[src/rtl/memory_map_responder_if.sv]
// Data-memory bus between the single-cycle core (master) and the memory map
// responder (slave). Load data and the bus error flag are combinational from
// the slave, so a load completes in the same cycle it is issued.
interface memory_map_responder_if #(
  parameter int DATA_WIDTH = 32,
  parameter int ADDR_WIDTH = 32
);
  logic                  mem_write;
  logic                  mem_read;
  logic [ADDR_WIDTH-1:0] addr;
  logic [DATA_WIDTH-1:0] wdata;
  logic [DATA_WIDTH-1:0] data_o_map;
  logic                  bus_err;

  modport master (
    output mem_write, mem_read, addr, wdata,
    input  data_o_map, bus_err
  );

  modport slave (
    input  mem_write, mem_read, addr, wdata,
    output data_o_map, bus_err
  );
endinterface

[src/rtl/memory_map_responder.sv]
// Memory map responder for the core's data-memory port.
// Decodes word addresses into a data RAM and a small I/O page (GPIO and an
// optional compare timer). Loads are combinational, stores commit on clk.
// Build option: define MMAP_TIMER_EN to include the CNT/CMP/STAT/CTRL timer;
// without it those offsets still decode (no bus_err) but read 0 and ignore
// writes, and timer_irq is tied low.
module memory_map_responder #(
  parameter int                    DATA_WIDTH = 32,
  parameter int                    ADDR_WIDTH = 32,
  parameter logic [ADDR_WIDTH-1:0] RAM_BASE   = 32'h1001_0000,
  parameter int                    RAM_WORDS  = 64,
  parameter logic [ADDR_WIDTH-1:0] IO_BASE    = 32'h1001_0400,
  parameter int                    GPIO_W     = 8
) (
  input  logic                  clk,
  input  logic                  rst,
  memory_map_responder_if.slave bus,
  input  logic [GPIO_W-1:0]     gpio_in,
  output logic [GPIO_W-1:0]     gpio_out,
  output logic                  timer_irq
);

  localparam int                    IDX_W     = $clog2(RAM_WORDS);
  localparam logic [ADDR_WIDTH-1:0] RAM_BYTES = ADDR_WIDTH'(4 * RAM_WORDS);
  localparam logic [ADDR_WIDTH-1:0] IO_BYTES  = ADDR_WIDTH'(32);

  // Word slots inside the I/O page; slots 6 and 7 are unmapped
  localparam logic [2:0] REG_GPIO_OUT = 3'd0;
  localparam logic [2:0] REG_GPIO_IN  = 3'd1;
  localparam logic [2:0] REG_CTRL     = 3'd5;
`ifdef MMAP_TIMER_EN
  localparam logic [2:0] REG_CNT      = 3'd2;
  localparam logic [2:0] REG_CMP      = 3'd3;
  localparam logic [2:0] REG_STAT     = 3'd4;
`endif

  logic [ADDR_WIDTH-1:0] ram_off;
  logic [ADDR_WIDTH-1:0] io_off;
  logic                  ram_hit;
  logic                  io_hit;
  logic                  io_mapped;
  logic [IDX_W-1:0]      ram_idx;
  logic [2:0]            io_reg;
  logic                  ram_we;
  logic                  io_we;
  logic [DATA_WIDTH-1:0] rdata;
  logic [DATA_WIDTH-1:0] ram [RAM_WORDS];
  logic [GPIO_W-1:0]     gpio_meta;
  logic [GPIO_W-1:0]     gpio_sync;

  // Offsets are unsigned, so an address below a base wraps to a huge
  // offset and fails the range check without a separate lower-bound compare.
  assign ram_off   = bus.addr - RAM_BASE;
  assign io_off    = bus.addr - IO_BASE;
  assign ram_hit   = ram_off < RAM_BYTES;
  assign io_hit    = io_off < IO_BYTES;
  assign io_reg    = io_off[4:2];
  assign io_mapped = io_hit && (io_reg <= REG_CTRL);
  assign ram_idx   = bus.addr[IDX_W+1:2];

  assign ram_we = bus.mem_write & ram_hit;
  assign io_we  = bus.mem_write & io_mapped & ~ram_hit;

  assign bus.bus_err    = (bus.mem_read | bus.mem_write) & ~(ram_hit | io_mapped);
  assign bus.data_o_map = rdata;

  // Data RAM store port; contents survive reset, but a store coinciding
  // with reset is dropped
  always_ff @(posedge clk) begin
    if (!rst && ram_we) begin
      ram[ram_idx] <= bus.wdata;
    end
  end

  // GPIO output register and two-flop synchroniser for the input pins
  always_ff @(posedge clk) begin
    if (rst) begin
      gpio_out  <= '0;
      gpio_meta <= '0;
      gpio_sync <= '0;
    end else begin
      gpio_meta <= gpio_in;
      gpio_sync <= gpio_meta;
      if (io_we && io_reg == REG_GPIO_OUT) begin
        gpio_out <= bus.wdata[GPIO_W-1:0];
      end
    end
  end

`ifdef MMAP_TIMER_EN
  logic [DATA_WIDTH-1:0] cnt;
  logic [DATA_WIDTH-1:0] cmp;
  logic [2:0]            ctrl;
  logic                  stat_match;
  logic                  match;

  // A match needs the timer running; the compare always uses the CMP value
  // held before any same-cycle CMP write
  assign match = ctrl[0] && (cnt == cmp);

  // Compare timer: counter, compare register, sticky match flag, control
  always_ff @(posedge clk) begin
    if (rst) begin
      cnt        <= '0;
      cmp        <= '1;
      ctrl       <= '0;
      stat_match <= 1'b0;
    end else begin
      if (ctrl[0]) begin
        if (match && ctrl[1]) begin
          cnt <= '0;
        end else begin
          cnt <= cnt + DATA_WIDTH'(1);
        end
      end
      if (io_we && io_reg == REG_CMP) begin
        cmp <= bus.wdata;
      end
      if (io_we && io_reg == REG_CTRL) begin
        ctrl <= bus.wdata[2:0];
      end
      if (match) begin
        stat_match <= 1'b1;
      end else if (io_we && io_reg == REG_STAT && bus.wdata[0]) begin
        stat_match <= 1'b0;
      end
    end
  end

  assign timer_irq = stat_match & ctrl[2];
`else
  assign timer_irq = 1'b0;
`endif

  // Load data mux: zero unless a mapped location is being read
  always_comb begin
    rdata = '0;
    if (bus.mem_read) begin
      if (ram_hit) begin
        rdata = ram[ram_idx];
      end else if (io_mapped) begin
        case (io_reg)
          REG_GPIO_OUT: rdata = DATA_WIDTH'(gpio_out);
          REG_GPIO_IN:  rdata = DATA_WIDTH'(gpio_sync);
`ifdef MMAP_TIMER_EN
          REG_CNT:      rdata = cnt;
          REG_CMP:      rdata = cmp;
          REG_STAT:     rdata = DATA_WIDTH'(stat_match);
          REG_CTRL:     rdata = DATA_WIDTH'(ctrl);
`endif
          default:      rdata = '0;
        endcase
      end
    end
  end

endmodule

[src/flat_wrapper.sv]
// flat-port wrapper written by rule: the top's interface ports become plain ports
module memory_map_responder_flat 
#(
  parameter int                    DATA_WIDTH = 32,
  parameter int                    ADDR_WIDTH = 32,
  parameter logic [ADDR_WIDTH-1:0] RAM_BASE   = 32'h1001_0000,
  parameter int                    RAM_WORDS  = 64,
  parameter logic [ADDR_WIDTH-1:0] IO_BASE    = 32'h1001_0400,
  parameter int                    GPIO_W     = 8
)
  (clk, rst, gpio_in, gpio_out, timer_irq, bus_mem_write, bus_mem_read, bus_addr, bus_wdata, bus_data_o_map, bus_bus_err);
  memory_map_responder_if #(.DATA_WIDTH(DATA_WIDTH), .ADDR_WIDTH(ADDR_WIDTH)) bus_i ();
  input  logic clk;
  input  logic rst;
  input  logic [GPIO_W-1:0] gpio_in;
  output logic [GPIO_W-1:0] gpio_out;
  output logic timer_irq;
  input wire logic [$bits(bus_i.mem_write)-1:0] bus_mem_write;
  input wire logic [$bits(bus_i.mem_read)-1:0] bus_mem_read;
  input wire logic [$bits(bus_i.addr)-1:0] bus_addr;
  input wire logic [$bits(bus_i.wdata)-1:0] bus_wdata;
  output wire logic [$bits(bus_i.data_o_map)-1:0] bus_data_o_map;
  output wire logic [$bits(bus_i.bus_err)-1:0] bus_bus_err;
  assign bus_i.mem_write = bus_mem_write;
  assign bus_i.mem_read = bus_mem_read;
  assign bus_i.addr = bus_addr;
  assign bus_i.wdata = bus_wdata;
  assign bus_data_o_map = bus_i.data_o_map;
  assign bus_bus_err = bus_i.bus_err;
  memory_map_responder #(.DATA_WIDTH(DATA_WIDTH), .ADDR_WIDTH(ADDR_WIDTH), .RAM_BASE(RAM_BASE), .RAM_WORDS(RAM_WORDS), .IO_BASE(IO_BASE), .GPIO_W(GPIO_W)) u_core (.clk(clk), .rst(rst), .bus(bus_i), .gpio_in(gpio_in), .gpio_out(gpio_out), .timer_irq(timer_irq));
endmodule
[config.mk]
export PLATFORM = sky130hd
export DESIGN_NAME = memory_map_responder_flat
export DESIGN_NICKNAME = d
export VERILOG_FILES = /design/src/rtl/memory_map_responder_if.sv /design/src/rtl/memory_map_responder.sv /design/src/flat_wrapper.sv
export SDC_FILE = /design/constraint.sdc
export NUM_CORES = 2
export LEC_CHECK = 0
export ABC_AREA = 1
export CAP_MARGIN = 20
export CELL_PAD_IN_SITES_DETAIL_PLACEMENT = 1
export CELL_PAD_IN_SITES_GLOBAL_PLACEMENT = 1
export CORE_MARGIN = 4
export CORE_UTILIZATION = 56
export CTS_CLUSTER_SIZE = 40
export DETAILED_ROUTE_END_ITERATION = 16
export MAX_ROUTING_LAYER = met4
export PLACE_DENSITY = 0.93
export SYNTH_ARGS = -nofsm -noshare
export SYNTH_HDL_FRONTEND = slang
export SYNTH_SLANG_ARGS = --single-unit
export TNS_END_PERCENT = 100
[constraint.sdc]
create_clock -name clk -period 10.1 [get_ports clk]
set_input_delay 2.525 -clock clk [delete_from_list [all_inputs] [get_ports clk]]
set_output_delay 2.525 -clock clk [all_outputs]
set_load 0.05 [all_outputs]
# Word level (Yosys, flattened, before mapping)
# Memory sizes are Yosys's and may differ from the RTL's.
# Index checks and enable logic that the tools add are counted.
classes:
  reduce_logical: 5
  n_mul: 0
  n_eq_ne: 1
  order_cmp: 3
  div: 0
  addsub: 2
  n_shift: 0
  n_mux: 6
  bitwise_logic: 8
ops:
  columns: ["op", "n"]
  rows:
  - ["$mux 32", 3]
  - ["$sub 32x29->32 const B", 2]
  - ["$lt 32x6->1 const B", 1]
  - ["$lt 32x9->1 const B", 1]
  - ["$pmux 8 s2", 1]
  - ["$and 1x1->1", 4]
  - ["$eq 3x1->1 const B", 1]
  - ["$le 3x3->1 const B", 1]
  - ["$logic_and 1x1->1", 3]
  - ["$logic_not 3->1", 1]
  - ["$mux 1", 2]
  - ["$not 1->1", 2]
  - ["$or 1x1->1", 2]
  - ["$logic_not 1->1", 1]
word_totals:
  mem_bits_rw: 2048
  mem_count: 1
  ff_bits: 24
  input_bits: 76
  latchBits: 0
  mem_bits_ro: 0
  wordCells: 29
memory_table:
  columns: ["name", "depth", "word_bits", "read_ports", "rd_clocked_by_memory_dff", "write_ports", "line", "text"]
  rows:
  - ["u_core.ram", 64, 32, 1, 0, 1, "memory_map_responder.sv:47", "logic [DATA_WIDTH-1:0] ram [RAM_WORDS];"]

# Logic depth before layout (Yosys ltp)
depth:
  ltp_word: 6
  ltp_mapped: 16
  depth_no_buf: 15

# Least setup slack after synthesis
# No wires, ideal clock.
synth_path:
  path_kind: "input to output"
  from: "input port bus_addr[3]"
  to: "output port bus_data_o_map[13]"
  n_path_buf: 4
  cell_stages: 10
  required_ps: 7575
  arrival_time_ps: 4951
  path_slack_ps: 2624
  path_cell_list: "buf_2 inv_2 nand2_1 buf_2 buf_2 buf_1 o221ai_1 o21ai_0 nand3_1 nor3_1"
synth_via:
  elab_chain_len: 4
  elab_cells_between_ends: 5
synth_lines:
  columns: ["element", "line", "text"]
  rows:
  - ["start: declaration", "flat_wrapper.sv:20", "input wire logic [$bits(bus_i.addr)-1:0] bus_addr;"]
  - ["$sub 32x29->32", "memory_map_responder.sv:53", "assign ram_off = bus.addr - RAM_BASE;"]
  - ["$lt 32x9->1", "memory_map_responder.sv:55", "assign ram_hit = ram_off < RAM_BYTES;"]
  - ["$mux 32 (*)", "memory_map_responder.sv:139", "if (ram_hit) begin"]
  - ["$mux 32 (*)", "memory_map_responder.sv:138", "if (bus.mem_read) begin"]
  - ["end: declaration", "flat_wrapper.sv:22", "output wire logic [$bits(bus_i.data_o_map)-1:0] bus_data_o_map;"]
# Mark *: on every way between the ends. The rest lies on a longest branch, timed or not.

# Worst setup path in the final report
layout_path:
  from: "input port bus_addr[3]"
  to: "output port bus_data_o_map[24]"
# The elaborated chain is that of the path after synthesis.

==> impl_results.md <==
- Leakage: 29.9 nW
- CP startpoint kind: primary input
- Min-delay src: u_core.gpio_meta[2]
- Die height: 387 um
- Tightest Pin Transition: 1.31 ns
- Initial core utilization: 0.565
- Iteration-0 DRC Markers: 11600
- Mapped Area: 0.0802 mm2
- Min-Delay Endpoint: u_core.gpio_sync[2]
- Synthesis-to-finish area growth: 13.4%
- Final Wtd Congestion: 0.854
- Max-slew violation count: 0
- CTS sink cnt: 2072
- Worst Setup End Kind: output port
- Share of cells above drive strength 1: 0.111
- CP Class: in -> out
- Initial antenna violation count: 19
- Bufs and invs on worst path: 4
- Max stage delay on crit path: 0.89 ns
- Resize count post-CTS: 0
- P_sw: 4.37 mW
- R2R cell count: 4
- CP max FO: 100
- Die width: 387 um
- Clk pwr share: 0.417
- Vias in the first global route: 60800
- R2r startpoint: u_core.gpio_out[1]
- Status: finished clean
- Die ar.: 0.149 mm2
- Total CTS buffers: 199
- Fin crit period: 9.43 ns
- WP data arrival: 6.90 ns
- DRT Pass-1 Iters: 8
- Final Util: 0.641
- Area leader, netlist: edfxtp_1
- Seq/Total Area, Yosys: 0.772
- Setup Fix Bufs, Post-CTS: 0
- First-pass GRT wire length: 437 mm
- WL per Instance: 39.5 um
- Largest net degree at the start of global routing: 158
- Fraction of the cycle the final worst path needs: 0.933
- Ys async rst share: 0
- Post-route ant nets: 0
- Max Cap Viol: 0
- Yosys warning total: 0
- Synth top cells by count: edfxtp_1, nand2_1, nor2_1
- Average cell area after synthesis: 14.0 um2
- Internal power contribution: 13.7 mW
- Hold WC Path Type: reg -> reg
- Fmax: 106 MHz
- Post-synth cell types: 37
- Combinational share of power: 0.061
- Top FF cell, synth: edfxtp_1
- CTS tree: built
- Detailed Route WL: 313 mm
- Fillcell total: 12700
- Worst skew pair latency: 0.86 ns
- CTS clock-pin slew for the worst setup and hold paths: 0.06 ns
- Synth Instances: 5745
- Worst vdd ir: 0.198 mV
- CTS H-tree depth: 4
- DR DRC count: 0
- Core area: 0.142 mm2
- Family with the most delay on the worst path: compound AO/OA/AOI/OAI gates
- Hold_buf cts: 0
- Yosys reg bits: 2072
- Detailed placement HPWL: 156 mm
- GRT overflow: 0
- Via-to-Cell Ratio: 7.50
- PwrDens: 199 mW/mm2
- Setup TNS: 0 ns
- Root Buffer Master: clkbuf_16
- All-Layer GR Usage: 0.419
- Total I/O pin count: 118
- Vias: 59500
- Syn_nets: 5821
- Crit-path slowest cell: a21oi_1
- Post-synth EDFFs: 2048
- Share of Yosys cell area claimed by the top area cell type: 0.766
- Part of the power in registers: 0.522
- R2r setup slk: 9.33 ns
- RSZ-0062 raised after global routing: false
- Most numerous cell in the Yosys netlist: edfxtp_1
- Hold depth: 2
- Final Hold Fails: 0
- Top post-synthesis cells by area: edfxtp_1, nand2_1, o221ai_1, nand3_1, nor2_1
- R2R Path End: u_core.gpio_out[1]
- Worst clock skew: 0.0112 ns
- Sw frac: 0.242
- Clock buffer depth: 3
- # setup viols final: 0
- Port bufs: 114
- Row count: 138
- Worst Path Required: 7.58 ns
- Final net count: 5945
- Slew margin rel.: 0.124
- Worst path cell trace: buf_8 -> inv_6 -> buf_12 -> a21oi_1 -> nand2_1 -> o221ai_1 -> o21ai_0 -> o21ai_0 -> a21oi_1 -> nand3_1 -> nor2_1 -> buf_12
layout by cell type, fill, tap and decap left out, types with 8 or more instances in the layout:
master	n
clkinv_2	28
nor3_1	24
clkdlybuf4s50_1	46
nor2_4	66
o2111ai_1	50
a211oi_1	19
nand2_1	1157
nand3_1	380
o31ai_1	17
nor2_1	374
nand4_1	15
a21oi_1	295
or2_2	52
inv_1	71
diode_2	19
dfxtp_1	24
o21ai_0	158
buf_2	31
buf_4	156
o221ai_1	365
nand3b_1	8
buf_12	63
bufinv_16	14
and3_1	11
clkbuf_16	201
clkbuf_1	49
nor2_2	11
clkinv_1	49
edfxtp_1	2048
o211ai_1	166
a211o_1	15
state kept, by name, indices dropped and copies added (netlist names):
signal and flops:
u_core.gpio_sync 8, u_core.ram 2048, u_core.gpio_meta 8, u_core.gpio_out 8
layout make-up:
cell class	count	area [um2]	share of cell area
Timing Repair Buffer	302	3140	0.0345
Tap cell	1890	2360	0.0260
Clock inverter	107	983	0.0108
Sequential cell	2072	62000	0.681
Multi-Input combinational cell	3212	16900	0.186
Clock buffer	251	5230	0.0574
Inverter	82	333	0.00366
Antenna cell	19	47.5	0.000523
worst max path at each step:
stage / startpoint / end / slack, ns / cells after the start
2_1_floorplan: bus_addr[3] / bus_data_o_map[13] / 2.62 / 10
3_3_place_gp: bus_addr[16] / bus_data_o_map[27] / 1.51 / 14
3_5_place_dp: bus_addr[3] / bus_data_o_map[12] / 1.39 / 12
4_1_cts: bus_addr[3] / bus_data_o_map[19] / 1.07 / 12
5_1_grt: bus_addr[3] / bus_data_o_map[24] / 0.92 / 12
6_report: bus_addr[3] / bus_data_o_map[24] / 0.67 / 12
worst min-delay path: stages, from the launching register on:
cell     delay (ns)
dfxtp_1        0.30
inv_1          0.04
nor2_1         0.03
per-layer routing:
layer	track usage	routed length, um	up-vias
met2	0.629	142000	6791
met4	0.308	30200	0
li1	-	-	22000
met1	0.481	95600	28700
met5	-	0	-
met3	0.124	45400	2060
cells by family after synthesis:
family / count (synthesis) / share of synthesized area
DFF: 2072 / 0.772
and+or+nand+nor: 2109 / 0.109
buffers and inverters: 461 / 0.0231
other: 1 / 0.0000467
AOI/OAI and AO/OA: 1102 / 0.0955
power by group through the flow:
stage                     Clock [mW]  Combinational (mW)  Sequential, mW
after global placement             0               0.900            9.63
after global routing            7.87                1.12            9.44
final                           7.55                1.10            9.44
after CTS                       7.49                1.03            9.45
after floorplan                    0               0.470            9.63
after detailed placement           0               0.975            9.63
stage by stage:
stage | setup slack [ns] | area, um2 | total power [mW] | std cells | hold WS, ns
after detailed placement | 1.39 | 84400 | 10.6 | 7541 | 0.401
after floorplan | 2.62 | 80200 | 10.1 | 5745 | 0.388
after global placement | 1.51 | 84400 | 10.5 | 7539 | 0.397
after global routing | 0.916 | 91000 | 18.4 | 7931 | 0.431
final | 0.672 | 91000 | 18.1 | 7935 | 0.411
after CTS | 1.07 | 90600 | 18.0 | 7899 | 0.408
No activity file was read; power rests on OpenSTA's default activity.
